File: config.mk
export PLATFORM = sky130hd
export DESIGN_NAME = io_input_ctrl
export DESIGN_NICKNAME = d
export VERILOG_FILES = /design/src/rtl/io_pkg.sv /design/src/rtl/io_debounce.sv /design/src/rtl/io_input_ctrl.sv
export SDC_FILE = /design/constraint.sdc
export NUM_CORES = 1
export LEC_CHECK = 0
export BUFFER_PORTS_ARGS = -buffer_cell sky130_fd_sc_hd__buf_2
export CAP_MARGIN = 0
export CORE_ASPECT_RATIO = 1.75
export CORE_MARGIN = 2
export CORE_UTILIZATION = 45
export CTS_CLUSTER_DIAMETER = 50
export CTS_CLUSTER_SIZE = 8
export DETAILED_ROUTE_END_ITERATION = 6
export HOLD_SLACK_MARGIN = 0.05
export PLACE_DENSITY_LB_ADDON = 0.05
export SLEW_MARGIN = 20
export SYNTH_ARGS = -nofsm -noshare
export SYNTH_HDL_FRONTEND = slang
export SYNTH_SLANG_ARGS = --single-unit
File: constraint.sdc
create_clock -name clock -period 4.5 [get_ports clock]
set_clock_uncertainty 0.05 [all_clocks]
set_input_delay 0.9 -clock clock [delete_from_list [all_inputs] [get_ports clock]]
set_output_delay 0.9 -clock clock [all_outputs]
set_load 0.005 [all_outputs]
File: src/rtl/io_pkg.sv
// io_pkg: shared constants for the switch/push-button input front-end.
// Holds the I/O word-address map, default debounce length and input widths.
package io_pkg;

    typedef logic [4:0] io_addr_t;

    localparam int NUM_SW  = 10;
    localparam int NUM_KEY = 4;

    // 1 ms at 50 MHz
    localparam int IO_DEBOUNCE_CYCLES = 50000;

    localparam io_addr_t IO_SW_LO    = 5'd5;
    localparam io_addr_t IO_SW_HI    = 5'd6;
    localparam io_addr_t IO_KEY      = 5'd7;
    localparam io_addr_t IO_KEY_EVT  = 5'd8;
    localparam io_addr_t IO_SW_EVT   = 5'd9;
    localparam io_addr_t IO_KEY_MASK = 5'd10;
    localparam io_addr_t IO_SW_MASK  = 5'd11;

endpackage

File: src/rtl/io_debounce.sv
// io_debounce: 2-flop synchroniser plus per-bit debounce counter.
// Ports: clock, resetn, raw (async input), stable (debounced level),
//        rise/fall (one-cycle pulses, high in the cycle whose edge updates stable).
module io_debounce
    import io_pkg::*;
#(
    parameter int   DEBOUNCE_CYCLES = IO_DEBOUNCE_CYCLES,
    parameter logic RESET_LEVEL     = 1'b0
) (
    input  logic clock,
    input  logic resetn,
    input  logic raw,
    output logic stable,
    output logic rise,
    output logic fall
);

    localparam int CW = $clog2(DEBOUNCE_CYCLES);
    localparam logic [CW-1:0] CNT_LAST = CW'(DEBOUNCE_CYCLES - 1);

    logic          sync_a;
    logic          sync_b;
    logic [CW-1:0] cnt;
    logic          settle;

    // settle is the cycle where the counter has run out and stable flips
    // on the coming edge; pulses are aligned with that edge so event bits
    // latch together with the new stable value.
    assign settle = (sync_b != stable) && (cnt == CNT_LAST);
    assign rise   = settle && sync_b;
    assign fall   = settle && !sync_b;

    always_ff @(posedge clock or negedge resetn) begin
        if (!resetn) begin
            sync_a <= RESET_LEVEL;
            sync_b <= RESET_LEVEL;
            stable <= RESET_LEVEL;
            cnt    <= '0;
        end else begin
            sync_a <= raw;
            sync_b <= sync_a;
            if (sync_b == stable) begin
                cnt <= '0;
            end else if (cnt == CNT_LAST) begin
                stable <= sync_b;
                cnt    <= '0;
            end else begin
                cnt <= cnt + CW'(1);
            end
        end
    end

endmodule

File: src/rtl/io_input_ctrl.sv
// io_input_ctrl: memory-mapped switch/key input block with sticky events and irq.
// Ports: clock, resetn, io_in_sw[9:0], io_in_key[3:0] (active-low), addr, data_in,
//        write_enable, data_out (registered read), irq (registered).
module io_input_ctrl
    import io_pkg::*;
#(
    parameter int DEBOUNCE_CYCLES = IO_DEBOUNCE_CYCLES
) (
    input  logic        clock,
    input  logic        resetn,
    input  logic [9:0]  io_in_sw,
    input  logic [3:0]  io_in_key,
    input  logic [4:0]  addr,
    input  logic [31:0] data_in,
    input  logic        write_enable,
    output logic [31:0] data_out,
    output logic        irq
);

    logic [NUM_SW-1:0]  sw_stable;
    logic [NUM_SW-1:0]  sw_rise;
    logic [NUM_SW-1:0]  sw_fall;
    logic [NUM_KEY-1:0] key_stable;
    logic [NUM_KEY-1:0] key_rise;
    logic [NUM_KEY-1:0] key_fall;
    logic [NUM_KEY-1:0] key_state;

    logic [NUM_KEY-1:0] key_evt;
    logic [NUM_SW-1:0]  sw_evt;
    logic [NUM_KEY-1:0] key_mask;
    logic [NUM_SW-1:0]  sw_mask;

    logic [NUM_KEY-1:0] key_set;
    logic [NUM_KEY-1:0] key_clr;
    logic [NUM_SW-1:0]  sw_set;
    logic [NUM_SW-1:0]  sw_clr;
    logic [31:0]        rd_data;
    logic               irq_next;
    logic               unused_ok;

    for (genvar i = 0; i < NUM_SW; i++) begin : g_sw
        io_debounce #(
            .DEBOUNCE_CYCLES (DEBOUNCE_CYCLES),
            .RESET_LEVEL     (1'b0)
        ) u_db (
            .clock  (clock),
            .resetn (resetn),
            .raw    (io_in_sw[i]),
            .stable (sw_stable[i]),
            .rise   (sw_rise[i]),
            .fall   (sw_fall[i])
        );
    end

    for (genvar i = 0; i < NUM_KEY; i++) begin : g_key
        io_debounce #(
            .DEBOUNCE_CYCLES (DEBOUNCE_CYCLES),
            .RESET_LEVEL     (1'b1)
        ) u_db (
            .clock  (clock),
            .resetn (resetn),
            .raw    (io_in_key[i]),
            .stable (key_stable[i]),
            .rise   (key_rise[i]),
            .fall   (key_fall[i])
        );
    end

    // Keys are active-low: a falling debounced level is a press.
    assign key_state = ~key_stable;
    assign key_set   = key_fall;
    assign sw_set    = sw_rise | sw_fall;

    assign key_clr = (write_enable && addr == IO_KEY_EVT) ?
                     data_in[NUM_KEY-1:0] : '0;
    assign sw_clr  = (write_enable && addr == IO_SW_EVT) ?
                     data_in[NUM_SW-1:0] : '0;

    assign irq_next = (|(key_evt & key_mask)) | (|(sw_evt & sw_mask));

    always_comb begin
        rd_data = '0;
        unique case (1'b1)
            (addr == IO_SW_LO):    rd_data = 32'(sw_stable[4:0]);
            (addr == IO_SW_HI):    rd_data = 32'(sw_stable[9:5]);
            (addr == IO_KEY):      rd_data = 32'(key_state);
            (addr == IO_KEY_EVT):  rd_data = 32'(key_evt);
            (addr == IO_SW_EVT):   rd_data = 32'(sw_evt);
            (addr == IO_KEY_MASK): rd_data = 32'(key_mask);
            (addr == IO_SW_MASK):  rd_data = 32'(sw_mask);
            default:               rd_data = '0;
        endcase
    end

    always_ff @(posedge clock or negedge resetn) begin
        if (!resetn) begin
            key_evt  <= '0;
            sw_evt   <= '0;
            key_mask <= '0;
            sw_mask  <= '0;
            data_out <= '0;
            irq      <= 1'b0;
        end else begin
            // OR-ing the set term last makes a same-edge set win over clear.
            key_evt  <= (key_evt & ~key_clr) | key_set;
            sw_evt   <= (sw_evt & ~sw_clr) | sw_set;
            if (write_enable && addr == IO_KEY_MASK)
                key_mask <= data_in[NUM_KEY-1:0];
            if (write_enable && addr == IO_SW_MASK)
                sw_mask <= data_in[NUM_SW-1:0];
            data_out <= rd_data;
            irq      <= irq_next;
        end
    end

    assign unused_ok = &{1'b0, data_in[31:NUM_SW], key_rise};

endmodule

* Word level (Yosys, flattened, before mapping)
Index checks and enable logic that the tools add are counted.
** Word-level totals
- Register bits :: 327
- Latch bits :: 0
- RAM bits :: 0
- ROM bits :: 0
- Bits of input ports :: 54
- Output and inout bits :: 33
- Word-level logic and storage cells :: 253
- Memories :: 0
** Operators by class
- $add $sub $neg :: 14
- Multipliers :: 0
- Divide/modulo/power cells :: 0
- Order comparisons :: 0
- Equality and inequality tests :: 49
- Shifts and indexed selects :: 0
- Multiplexer cells :: 31
- Bitwise operators :: 25
- Reduce and logical (&&, ||, !) cells :: 72
** Operator list (number)
- two-way mux 16 bit :: 28
- adder 16 x 1 -> 16 bit, second input constant :: 14
- equality test 16 bit, second input constant :: 14
- case mux 10 bit (7 select lines) :: 1
- logical AND 1 bit :: 42
- AND reduction 2 bit :: 14
- bitwise AND 10 bit :: 2
- equality test 5 x 4 -> 1 bit, second input constant :: 4
- bitwise OR 10 bit :: 2
- equality test 5 x 3 -> 1 bit, second input constant :: 3
- equality test 1 bit :: 14
- zero test 1 bit :: 14
- inequality test 1 bit :: 14
- inverter 1 bit :: 14
- two-way mux 10 bit :: 1
- inverter 10 bit :: 1
- OR reduction 10 bit :: 1
- bitwise AND 4 bit :: 2
- inverter 4 bit :: 2
- two-way mux 4 bit :: 1
- bitwise OR 4 bit :: 1
- OR reduction 4 bit :: 1
- bitwise OR 1 bit :: 1

* Logic depth before layout (Yosys ltp)
- Depth after elaboration :: 6
- Gate-level depth with buffers :: 6
- Depth with buffers taken out :: 5

* Hierarchy
From an unflattened synthesis, not the netlist that was laid out.
** Unflattened totals
- Cell total of the unflattened synthesis :: 1392
- Area, all modules :: 15190.8 µm²
** Modules (own cells, without submodules)
- io_debounce (g_sw[0].u_db ...) :: instances 10, cells an instance 86, area each 934.6 µm², seq. area each 475.5 µm²
- io_debounce (g_key[0].u_db ...) :: instances 4, cells an instance 86, area each 938.4 µm², seq. area each 479.2 µm²
- io_input_ctrl :: instances 1, cells an instance 188, area each 2090.8 µm², seq. area each 975.9 µm²

* Worst setup path before layout
OpenSTA, ideal clock, no wires.
- Path kind :: input-to-reg
- Start point :: input port addr[4]
- End point :: register sw_mask[0]
- Setup time :: 0.125 ns
- Data arrival time :: 2.032 ns
- Required time :: 4.325 ns
- Path slack :: 2.293 ns
- Cell stages on the path :: 4
- Path buffers :: 0
- Cells stage by stage :: nor3b_1 > and3_1 > nand2_1 > mux2_2
** Between the ends
- Longest elaborated chain between the ends :: 2
** Ends and longest elaborated chain
- from (decl) :: line io_input_ctrl.sv:13 : input logic [4:0] addr,
- equality test 5 x 4 -> 1 bit :: line io_input_ctrl.sv:109 : if (write_enable && addr == IO_SW_MASK)
- logical AND 1 bit :: line io_input_ctrl.sv:109
- to (signal assigned) :: line io_input_ctrl.sv:110 : sw_mask <= data_in[NUM_SW-1:0];
- to (decl) :: line io_input_ctrl.sv:31 : logic [NUM_SW-1:0] sw_mask;
No other way between the ends.
A chain may end at the register's enable or synchronous reset.

* Worst setup path in the final report
- Start point :: input port addr[4]
- End point :: register sw_mask[9]
The elaborated chain is that of the path after synthesis.

==> results.md <==
- Status: finished, final reports clean
- Clock Sinks: 305
- Worst-skew pair later-pin latency: 0.53 ns
- Worst Slack Setup Final: between 2 and 2.5 ns
- Period utilization: 51.4%
- Max Slew Vio Count: 0
- Final Non-Filler Cells: 1846
- Final core occ: 51.2%
- Hold buffer count at CTS: 0
- TritonCTS clock tree: yes
- Setup violations, final: 0
- Core footprint: 31400 sq um
- RSZ-0062 raised after global routing: false
- Deepest level of the CTS H-tree: 2
- Initial core utilization: 45.4%
- Finished Cell Area: 16100 sq um
- Multi-input logic area: 6260 sq um
- Yosys reg bits: 305
- Global route total overflow: 0
- Register area share after synthesis: a little over half
- Hold WS: 0.268 ns
- Switching pwr: 1.37 mW
- Clock root buffer: clkbuf_16
- Sequential Power Share: ~47%
- Die width: 139 um
- Placed cell count: about 1800
- Leakage power: 6.66 nW
- Final WL: 30100 um
- Internal power: 4.79 mW
- Share of flip-flops with an asynchronous set or reset: 100%
- Initial antenna violation count: 6
- Sw Share: 22.3%
- Comb power frac: 4.0%
- Post-cts resize count: 0
- Gpl congestion: 0.796
- Cts bufs inserted: 44
- Post-synth EDFFs: 0
- Mapped Cells: 1358
- Critical Path AT: between 2 and 3 ns
- Min cycle time layout: 2.31 ns
- Maximum vdd drop: 0.456 mV
- GR Util All Layers: 18.8%
- CP max FO: 11
- Worst setup SP type: primary input
- CP Data Required Time: between 4 and 5 ns
- Slew @ Worst Pin: 0.928 ns
- Vias in the first global route: 10308
- Layout cells sized above 1: 10.4%
- Fill count: 2905
- Starting DRT DRC Count: 389
- Num ports: 87
- Cell area after synthesis: between 10000 and 15000 sq um
- PwrDens: 383 nW/um^2
- Register area: 7650 sq um
- Pre-antenna DRT Iters: 5
- Vias: 9874
- Synth cell types: 55
- Dpl ws: 1.62 ns
- Top FF cell, synth: dfrtp_1
- Number of routed nets with antenna violations: 0
- Synth warn: 0
- Worst Hold Class: in2async
- Post-DP Area: 14900 sq um
- Max Fclk: 0.433 GHz
- Rel. slew slack: 37.9%
- Total of max-cap violations: 0
- Critical path class: in2reg
- Largest net degree at the start of global routing: approximately 120
- Power Total: 6.16 mW
- Wirelength per Cell: 16.3 um
- Clock power share: between 40% and 50%
- Postcts setup bufs: 0
- Area Growth Syn to Fin: 12.7%
- Fin nets: 1497
- Worst setup EP type: flip-flop
- Worst-path clk slew: 0.05 ns
- First-pass GRT wire length: 51700 um
- Port Buffers: 42
- Die area: 33200 sq um
- DP HPWL: 20600 um
- Via/cell ratio: 5.35
- Mapped Avg Cell Area: 10.5 sq um
- Hold Violations, Final: 0
- Die height: 240 um
- Fin Setup TNS: 0 ns
- Maximum root-to-sink buffer count: 3
- # rows: 86
- Drc violations: 0
-- placed cells by master, fill, tap and decap left out, types with 4 or more instances in the layout --
master / synthesis / final
nand2_1: 70 / 70
nand3b_1: 5 / 5
or3_1: 6 / 6
o41ai_4: 7 / 7
xnor2_1: 162 / 162
a22oi_1: 10 / 10
nor4bb_1: 10 / 10
nor3_1: 44 / 44
nor2_1: 255 / 255
nor4_1: 67 / 67
clkbuf_1: 9 / 19
dfrtp_1: 293 / 293
clkbuf_16: 0 / 45
a22o_1: 13 / 13
conb_1: 1 / 22
inv_1: 47 / 47
ha_1: 14 / 14
and2_1: 4 / 4
mux2_2: 27 / 27
and3_1: 15 / 15
a21oi_1: 7 / 7
nand3_1: 79 / 79
xor2_1: 43 / 43
and4_1: 8 / 8
buf_2: 6 / 41
nand4_1: 64 / 64
a2bb2oi_1: 4 / 4
nor4b_1: 6 / 6
dfstp_2: 12 / 12
-- power groups by stage --
stage               Sequential [mW]  Combinational [mW]  Clock (mW)
floorplan                      2.93               0.151           0
global placement               2.95               0.248           0
detailed placement             2.95               0.252           0
CTS                            2.91               0.253        3.11
global route                   2.92               0.285        3.22
finish                         2.91               0.243        3.00
-- state kept, by name, indices dropped and copies added (netlist names), 10 cells and up --
name              flops
data_out             10
g_key.u_db.cnt       64
g_sw.u_db.sync_b     10
g_sw.u_db.stable     10
g_sw.u_db.cnt       160
sw_mask              10
sw_evt               10
g_sw.u_db.sync_a     10
-- cells by family after synthesis --
kind of cell	after synthesis	synth area share, %
AOI/OAI and AO/OA	62	4.36
xor gates and xnor gates	205	12.6
adders and majority gates	14	1.23
buffers and inverters	89	3.15
DFF	305	53.6
muxes	28	2.23
other	1	0.0263
and+or+nand+nor	654	22.9
-- routing by layer --
| metal | GRT usage, % | up-vias | wire length [um] |
|---|---|---|---|
| met1 | 22.0 | 4815 | 12400 |
| met5 | 0 | - | 46 |
| li1 | - | 4841 | - |
| met4 | 5.66 | 8 | 772 |
| met3 | 4.16 | 61 | 1230 |
| met2 | 34.2 | 149 | 15600 |
-- cell usage after synthesis, drive strengths merged (12+ instances only) --
cell type  instances  area share [%]
dfstp             12             2.2
nand4             64             2.8
xnor2            162             9.9
inv               47             1.2
ha                14             1.2
mux2              28             2.2
dfrtp            293              51
a22o              13            0.80
nor3              44             1.5
and3              16            0.71
nor2             255             6.7
xor2              43             2.6
nand3             80             2.8
nand2             71             1.9
nor4              67             2.9
buf               32             1.6
-- worst max-delay path, cell delays in order --
cell and delay [ns]:
buf_2 0.10, nor3b_1 0.18, buf_4 0.18, and3_1 0.47, nand2_1 0.43, mux2_2 0.39
-- path summary, 6_finish.rpt --
path                       cells after the start                         endpoint  slack [ns]                            start
min                                            1   g_sw[5].u_db.cnt[13]$_DFF_PN0_        0.27                           resetn
min in group clock                             0    g_sw[6].u_db.sync_b$_DFF_PN0_        0.29    g_sw[6].u_db.sync_a$_DFF_PN0_
max                                            6           sw_mask[9]$_DFFE_PN0P_        2.19                          addr[4]
min reg2reg                                    0    g_sw[6].u_db.sync_b$_DFF_PN0_        0.29    g_sw[6].u_db.sync_a$_DFF_PN0_
max in group asynchronous                      2    g_sw[6].u_db.cnt[8]$_DFF_PN0_        3.11                           resetn
max reg2reg                                    4  g_key[3].u_db.cnt[11]$_DFF_PN0_        2.30  g_key[3].u_db.cnt[12]$_DFF_PN0_
-- area by class of cell --
type	count	share of cell area [%]
clock buffer	64	7.44
multi-input combinational	985	38.9
antenna	2	0.0311
sequential	305	47.5
clock inverter	1	0.187
tap	396	3.08
inverter	47	1.10
timing repair buffer	46	1.71
No activity file was read; power rests on OpenSTA's default activity.
